===== src/rtl/melody_pkg.sv =====
// Shared types for the melody sequencer: sequence entry layout and FSM states.
package melody_pkg;

  localparam int DUR_W_DEF = 4;

  typedef struct packed {
    logic [2:0]           notas;
    logic                 tom;
    logic [DUR_W_DEF-1:0] dur;
  } note_entry_t;

  typedef enum logic [1:0] {
    IDLE = 2'd0,
    NOTE = 2'd1,
    GAP  = 2'd2
  } state_t;

endpackage


===== src/rtl/tick_prescaler.sv =====
// Beat-tick prescaler: one-cycle tick every TICK_DIV enabled cycles, synchronous clear.
module tick_prescaler #(
  parameter int TICK_DIV = 50000
) (
  input  logic clk,
  input  logic rst_n,
  input  logic clr,
  input  logic en,
  output logic tick
);

  localparam int CW = (TICK_DIV > 1) ? $clog2(TICK_DIV) : 1;
  localparam logic [CW-1:0] LAST = CW'(TICK_DIV - 1);

  logic [CW-1:0] r_cnt;
  logic          w_last;

  assign w_last = (r_cnt == LAST);
  assign tick   = en & w_last;

  // Free-running beat counter, held at zero while cleared
  always_ff @(posedge clk or negedge rst_n) begin
    if (!rst_n) begin
      r_cnt <= '0;
    end else if (clr) begin
      r_cnt <= '0;
    end else if (en) begin
      r_cnt <= w_last ? '0 : r_cnt + CW'(1);
    end
  end

endmodule


===== src/rtl/melody_sequencer.sv =====
// Melody sequencer top: entry memory, playback FSM and registered display outputs.
// Build with MELODY_GAP_EN defined to insert a one-tick blank between notes.
module melody_sequencer
  import melody_pkg::*;
#(
  parameter int DEPTH    = 16,
  parameter int DUR_W    = DUR_W_DEF,
  parameter int TICK_DIV = 50000
) (
  input  logic                     clk,
  input  logic                     rst_n,
  input  logic                     wr_en,
  input  logic [$clog2(DEPTH)-1:0] wr_addr,
  input  logic [2:0]               wr_notas,
  input  logic                     wr_tom,
  input  logic [DUR_W-1:0]         wr_dur,
  input  logic [$clog2(DEPTH):0]   seq_len,
  input  logic                     start,
  input  logic                     stop,
  input  logic                     loop_en,
  output logic [2:0]               notas_o,
  output logic                     tom_o,
  output logic                     disp_en,
  output logic                     busy,
  output logic                     done,
  output logic [$clog2(DEPTH)-1:0] step_idx
);

  localparam int AW = $clog2(DEPTH);
  localparam int LW = AW + 1;
  localparam logic [LW-1:0] DEPTH_L = LW'(DEPTH);

  logic [2:0]       r_mem_notas [DEPTH];
  logic             r_mem_tom   [DEPTH];
  logic [DUR_W-1:0] r_mem_dur   [DEPTH];

  state_t           r_state;
  logic [LW-1:0]    r_len;
  logic [AW-1:0]    r_idx;
  logic [DUR_W-1:0] r_dur_cnt;

  logic             w_tick;
  logic             w_has_next;
  logic [AW-1:0]    w_next_idx;
  logic [DUR_W-1:0] w_dur0;
  logic [DUR_W-1:0] w_dur_next;

  assign w_has_next = ({1'b0, r_idx} + LW'(1)) < r_len;
  assign w_next_idx = w_has_next ? r_idx + AW'(1) : '0;
  // A stored duration of zero still plays for one tick
  assign w_dur0     = (r_mem_dur[0] == '0) ? DUR_W'(1) : r_mem_dur[0];
  assign w_dur_next = (r_mem_dur[w_next_idx] == '0) ? DUR_W'(1) : r_mem_dur[w_next_idx];

  tick_prescaler #(
    .TICK_DIV (TICK_DIV)
  ) u_prescaler (
    .clk   (clk),
    .rst_n (rst_n),
    .clr   (r_state == IDLE),
    .en    (r_state != IDLE),
    .tick  (w_tick)
  );

  // Sequence memory write port
  always_ff @(posedge clk or negedge rst_n) begin
    if (!rst_n) begin
      for (int i = 0; i < DEPTH; i++) begin
        r_mem_notas[i] <= '0;
        r_mem_tom[i]   <= 1'b0;
        r_mem_dur[i]   <= '0;
      end
    end else if (wr_en) begin
      r_mem_notas[wr_addr] <= wr_notas;
      r_mem_tom[wr_addr]   <= wr_tom;
      r_mem_dur[wr_addr]   <= wr_dur;
    end
  end

  // Playback FSM; note and tone are latched on entry so rewrites of the playing slot are invisible
  always_ff @(posedge clk or negedge rst_n) begin
    if (!rst_n) begin
      r_state   <= IDLE;
      r_len     <= '0;
      r_idx     <= '0;
      r_dur_cnt <= '0;
      notas_o   <= 3'd0;
      tom_o     <= 1'b0;
      disp_en   <= 1'b0;
      busy      <= 1'b0;
      done      <= 1'b0;
      step_idx  <= '0;
    end else begin
      done <= 1'b0;
      if (stop) begin
        r_state  <= IDLE;
        notas_o  <= 3'd0;
        tom_o    <= 1'b0;
        disp_en  <= 1'b0;
        busy     <= 1'b0;
        step_idx <= '0;
      end else begin
        case (r_state)
          IDLE: begin
            if (start && (seq_len != '0)) begin
              r_len     <= (seq_len > DEPTH_L) ? DEPTH_L : seq_len;
              r_idx     <= '0;
              step_idx  <= '0;
              notas_o   <= r_mem_notas[0];
              tom_o     <= r_mem_tom[0];
              r_dur_cnt <= w_dur0;
              disp_en   <= 1'b1;
              busy      <= 1'b1;
              r_state   <= NOTE;
            end
          end
          NOTE: begin
            if (w_tick) begin
              if (r_dur_cnt != DUR_W'(1)) begin
                r_dur_cnt <= r_dur_cnt - DUR_W'(1);
              end else if (w_has_next || loop_en) begin
`ifdef MELODY_GAP_EN
                r_state <= GAP;
                notas_o <= 3'd0;
                tom_o   <= 1'b0;
                disp_en <= 1'b0;
`else
                r_idx     <= w_next_idx;
                step_idx  <= w_next_idx;
                notas_o   <= r_mem_notas[w_next_idx];
                tom_o     <= r_mem_tom[w_next_idx];
                r_dur_cnt <= w_dur_next;
`endif
              end else begin
                done     <= 1'b1;
                r_state  <= IDLE;
                notas_o  <= 3'd0;
                tom_o    <= 1'b0;
                disp_en  <= 1'b0;
                busy     <= 1'b0;
                step_idx <= '0;
              end
            end
          end
`ifdef MELODY_GAP_EN
          // GAP is only entered when a next entry exists, so w_next_idx already encodes the wrap
          GAP: begin
            if (w_tick) begin
              r_idx     <= w_next_idx;
              step_idx  <= w_next_idx;
              notas_o   <= r_mem_notas[w_next_idx];
              tom_o     <= r_mem_tom[w_next_idx];
              r_dur_cnt <= w_dur_next;
              disp_en   <= 1'b1;
              r_state   <= NOTE;
            end
          end
`endif
          default: begin
            r_state  <= IDLE;
            notas_o  <= 3'd0;
            tom_o    <= 1'b0;
            disp_en  <= 1'b0;
            busy     <= 1'b0;
            step_idx <= '0;
          end
        endcase
      end
    end
  end

endmodule


===== config.mk =====
export PLATFORM = sky130hd
export DESIGN_NAME = melody_sequencer
export DESIGN_NICKNAME = d
export VERILOG_FILES = /design/src/rtl/melody_pkg.sv /design/src/rtl/tick_prescaler.sv /design/src/rtl/melody_sequencer.sv
export SDC_FILE = /design/constraint.sdc
export NUM_CORES = 1
export LEC_CHECK = 0
export ABC_AREA = 1
export BUFFER_PORTS_ARGS = -buffer_cell sky130_fd_sc_hd__buf_2
export CAP_MARGIN = 20
export CELL_PAD_IN_SITES_DETAIL_PLACEMENT = 1
export CELL_PAD_IN_SITES_GLOBAL_PLACEMENT = 2
export CORE_ASPECT_RATIO = 1.75
export CORE_UTILIZATION = 40
export DETAILED_ROUTE_END_ITERATION = 7
export GPL_TIMING_DRIVEN = 0
export PLACE_DENSITY = 0.84
export SLEW_MARGIN = 20
export SYNTH_ARGS = -nofsm -noshare
export SYNTH_HDL_FRONTEND = slang
export SYNTH_SLANG_ARGS = --single-unit

===== constraint.sdc =====
create_clock -name clk -period 5.85 [get_ports clk]
set_input_delay 0.2925 -clock clk [delete_from_list [all_inputs] [get_ports clk]]
set_output_delay 0.2925 -clock clk [all_outputs]
set_load 0.1 [all_outputs]

==> impl_metrics.ini <==
[timing]
fin_setup_tns_ps = 0
fmax_ghz = 0.270
period_minus_slack_ps = 3700
clock_skew_ps = 6.59
period_share = 0.633
slew_violations = 0
rsz0062_at_grt = false
setup_viol = 0
worst_slack_ps = 2150
slew_headroom = 0.386
tightest_slew_ps = 913
hold_viol = 0

[critical_path]
critPathMaxStageDelay_ps = 540
crit_path_start_kind = register
cp.required_ps = 6160
rrSetupSlack_ps = 2150
path_class = reg2reg
worstSetupEndpointType = register
critPathArrivalTime_ps = 4010
slowest_stage = clkbuf_1
critPathMaxFanout = 10
crit_chain = ha_1 -> or2_2 -> nand2_1 -> inv_1 -> ha_1 -> nand2_1 -> nand2_1 -> a21oi_4 -> nand3_2 -> inv_1 -> clkbuf_1 -> nand3_1 -> nand3_1 -> nand3_1 -> a21oi_1 -> o31ai_1
reg2reg_depth = 16
r2r-start = r_idx[0]
rr_endpoint = notas_o[2]

[detailed_routing]
wl_per_cell_um = 20.1
first_pass_iters = 5
route.detailed.drc = 0
wl_mm = 27.0
ant_nets = 0
via_per_inst = 5.39
drtIter0Drc = 322
vias = 7224

[floorplanning]
start_util = 0.409
die_area_um2 = 20800
rows = 68
io_pins = 34
die_w_um = 109
die_h_um = 190
coreArea_um2 = 19700

[synthesis]
syn_inst = 1027
syn-num-nets = 1058
ys_seq_area_frac = 0.518
yosys_warnings = 0
yosys.area.top_type = dfrtp_1
ys_ff_latch = 167
synth_edf_count = 0
synth_area_leaders = dfrtp_1 52%, nand2_1 14%, o21ai_0 7.8%, nand3_1 6.8%, inv_1 4.2%
synthArstFlopShare = 1.00
yosys.area.top_type_share = 0.518
synth_top_flop_cell = dfrtp_1
synthTopCellsByCount = 298 x nand2_1, 167 x dfrtp_1, 125 x o21ai_0
avgSynthCellArea_um2 = 7.86
ys_types = 33
synth_area_um2 = 8070
yosys.cell_count.top_type = nand2_1

[grt]
antenna_found_initial = 0
track_usage = 0.281
grt_max_degree = 64
overflow = 0
grt_pass1_wl_mm = 42.3
grt_pass1_vias = 7662

[cells_and_area]
post_route_cells_drive_above_1_share = 0.0877
multi_input_area_um2 = 3290
layout.area.seq_um2 = 4180
syn_to_final_growth_pct = 14.2
stdcell_count = 1340
final_area_um2 = 9210
diodes = 0
fillCellCount = 2469
fin_nets = 1113

[power_and_ir_drop]
finalPower_uw = 3290
vdd_drop_max_v = 0.000194
power.leakage_uw = 0.00448
power_density_nw_per_um2 = 357

[place]
post-place-ws_ps = 2200
port_buffers = 33
dp_hpwl_mm = 19.8
gp_congestion = 0.825
dp.cells = 1307
dpl-instance-area_um2 = 8610

[clock_network]
cts_made_buffers = 17
numClockSinks = 167
cts_tree = done
cts_resized = 0
htreeDepth = 4
cts_max_path_buffers = 2
cts.clk_slew.worst_paths_ps = 70
clockRootBuffer = clkbuf_16
clk_latency_ps = 440

[run_status]
status = completed

[worst_hold_path]
worstHoldStart = wr_dur[1]
hold_class = in2reg
holdPathEnd = r_mem_dur[21]
hold_depth = 3

[run]
drv_cap = 0
-- where the power goes --
part,switching [µW],internal [µW]
sequential,115,1360
combinational,430,227
clock,472,685
total,1020,2270
-- worst max-delay path by stage --
| stage | startpoint | slack [ps] | endpoint | depth (start not counted) |
|---|---|---|---|---|
| floorplan | r_idx[0] | 3140 | notas_o[0] | 19 |
| global placement | rst_n | 1670 | r_mem_tom[0] | 1 |
| detailed placement | r_idx[0] | 2200 | notas_o[0] | 18 |
| CTS | r_idx[0] | 2150 | notas_o[2] | 16 |
| global route | r_idx[0] | 1900 | notas_o[2] | 16 |
| finish | r_idx[0] | 2150 | notas_o[2] | 16 |
-- repair_timing --
| item | CTS | global route |
|---|---|---|
| hold endpoints to repair | 49 | 0 |
| hold buffers | 1 | 0 |
| setup buffers | 0 | 0 |
-- layer usage --
metal / global-route usage / up-vias / share of wire
met4: 0.134 / 0 / 0.040
li1: - / 3458 / -
met2: 0.521 / 132 / 0.55
met5: 0 / - / 0
met1: 0.308 / 3578 / 0.38
met3: 0.0360 / 56 / 0.023
-- sequential cells by signal, indices dropped and copies added, names as in the netlist --
| name | flops |
|---|---|
| u_prescaler.r_cnt | 16 |
| busy | 1 |
| notas_o | 3 |
| r_dur_cnt | 4 |
| tom_o | 1 |
| done | 1 |
| r_mem_tom | 16 |
| r_mem_dur | 64 |
| step_idx | 4 |
| r_idx | 4 |
| r_mem_notas | 48 |
| r_len | 5 |
-- layout by cell type (no fill, tap or decap), types with 3 or more instances in the layout --
master / n
a21oi_1: 26
a22oi_1: 3
buf_2: 44
buf_4: 7
clkbuf_1: 36
clkbuf_16: 17
clkbuf_8: 5
clkinv_2: 3
dfrtp_1: 167
ha_1: 8
inv_1: 91
inv_2: 3
nand2_1: 298
nand3_1: 110
nand3_2: 3
nand4_1: 17
nor2_1: 72
nor3_1: 14
nor3b_1: 5
o211ai_1: 3
o21ai_0: 125
o21ai_1: 6
o22ai_1: 3
o31ai_1: 3
-- cells by family (layout without fill, tap and decap cells) --
logic type,count (synthesis),in the layout,synth area share
simple gates,526,526,0.277
compound gates,176,176,0.116
xor+xnor,2,2,0.00217
flops,167,167,0.518
buf+inv,148,216,0.0749
fa+ha+maj,8,8,0.0124
-- through the flow --
step,hold slack (ps),utilization
2_1_floorplan,-3.09,-
3_3_place_gp,449,0.433
3_5_place_dp,233,0.436
4_1_cts,87.2,0.467
5_1_grt,119,0.467
6_report,99.3,0.467
-- area by class of cell --
cell class / count / share of cell area
Multi-Input combinational cell: 712 / 0.357
Inverter: 95 / 0.0387
Tap cell: 245 / 0.0333
Clock buffer: 25 / 0.0549
Timing Repair Buffer: 36 / 0.0261
Sequential cell: 167 / 0.454
Clock inverter: 7 / 0.00991
Buffer: 53 / 0.0269
-- critical path: cells and delay by family (launching register included) --
family	cells	cell delay (ps)
flops	1	490
fa+ha+maj	2	550
compound gates	3	680
buf+inv	3	730
simple gates	8	1120
(Power assumes the default switching activity.)
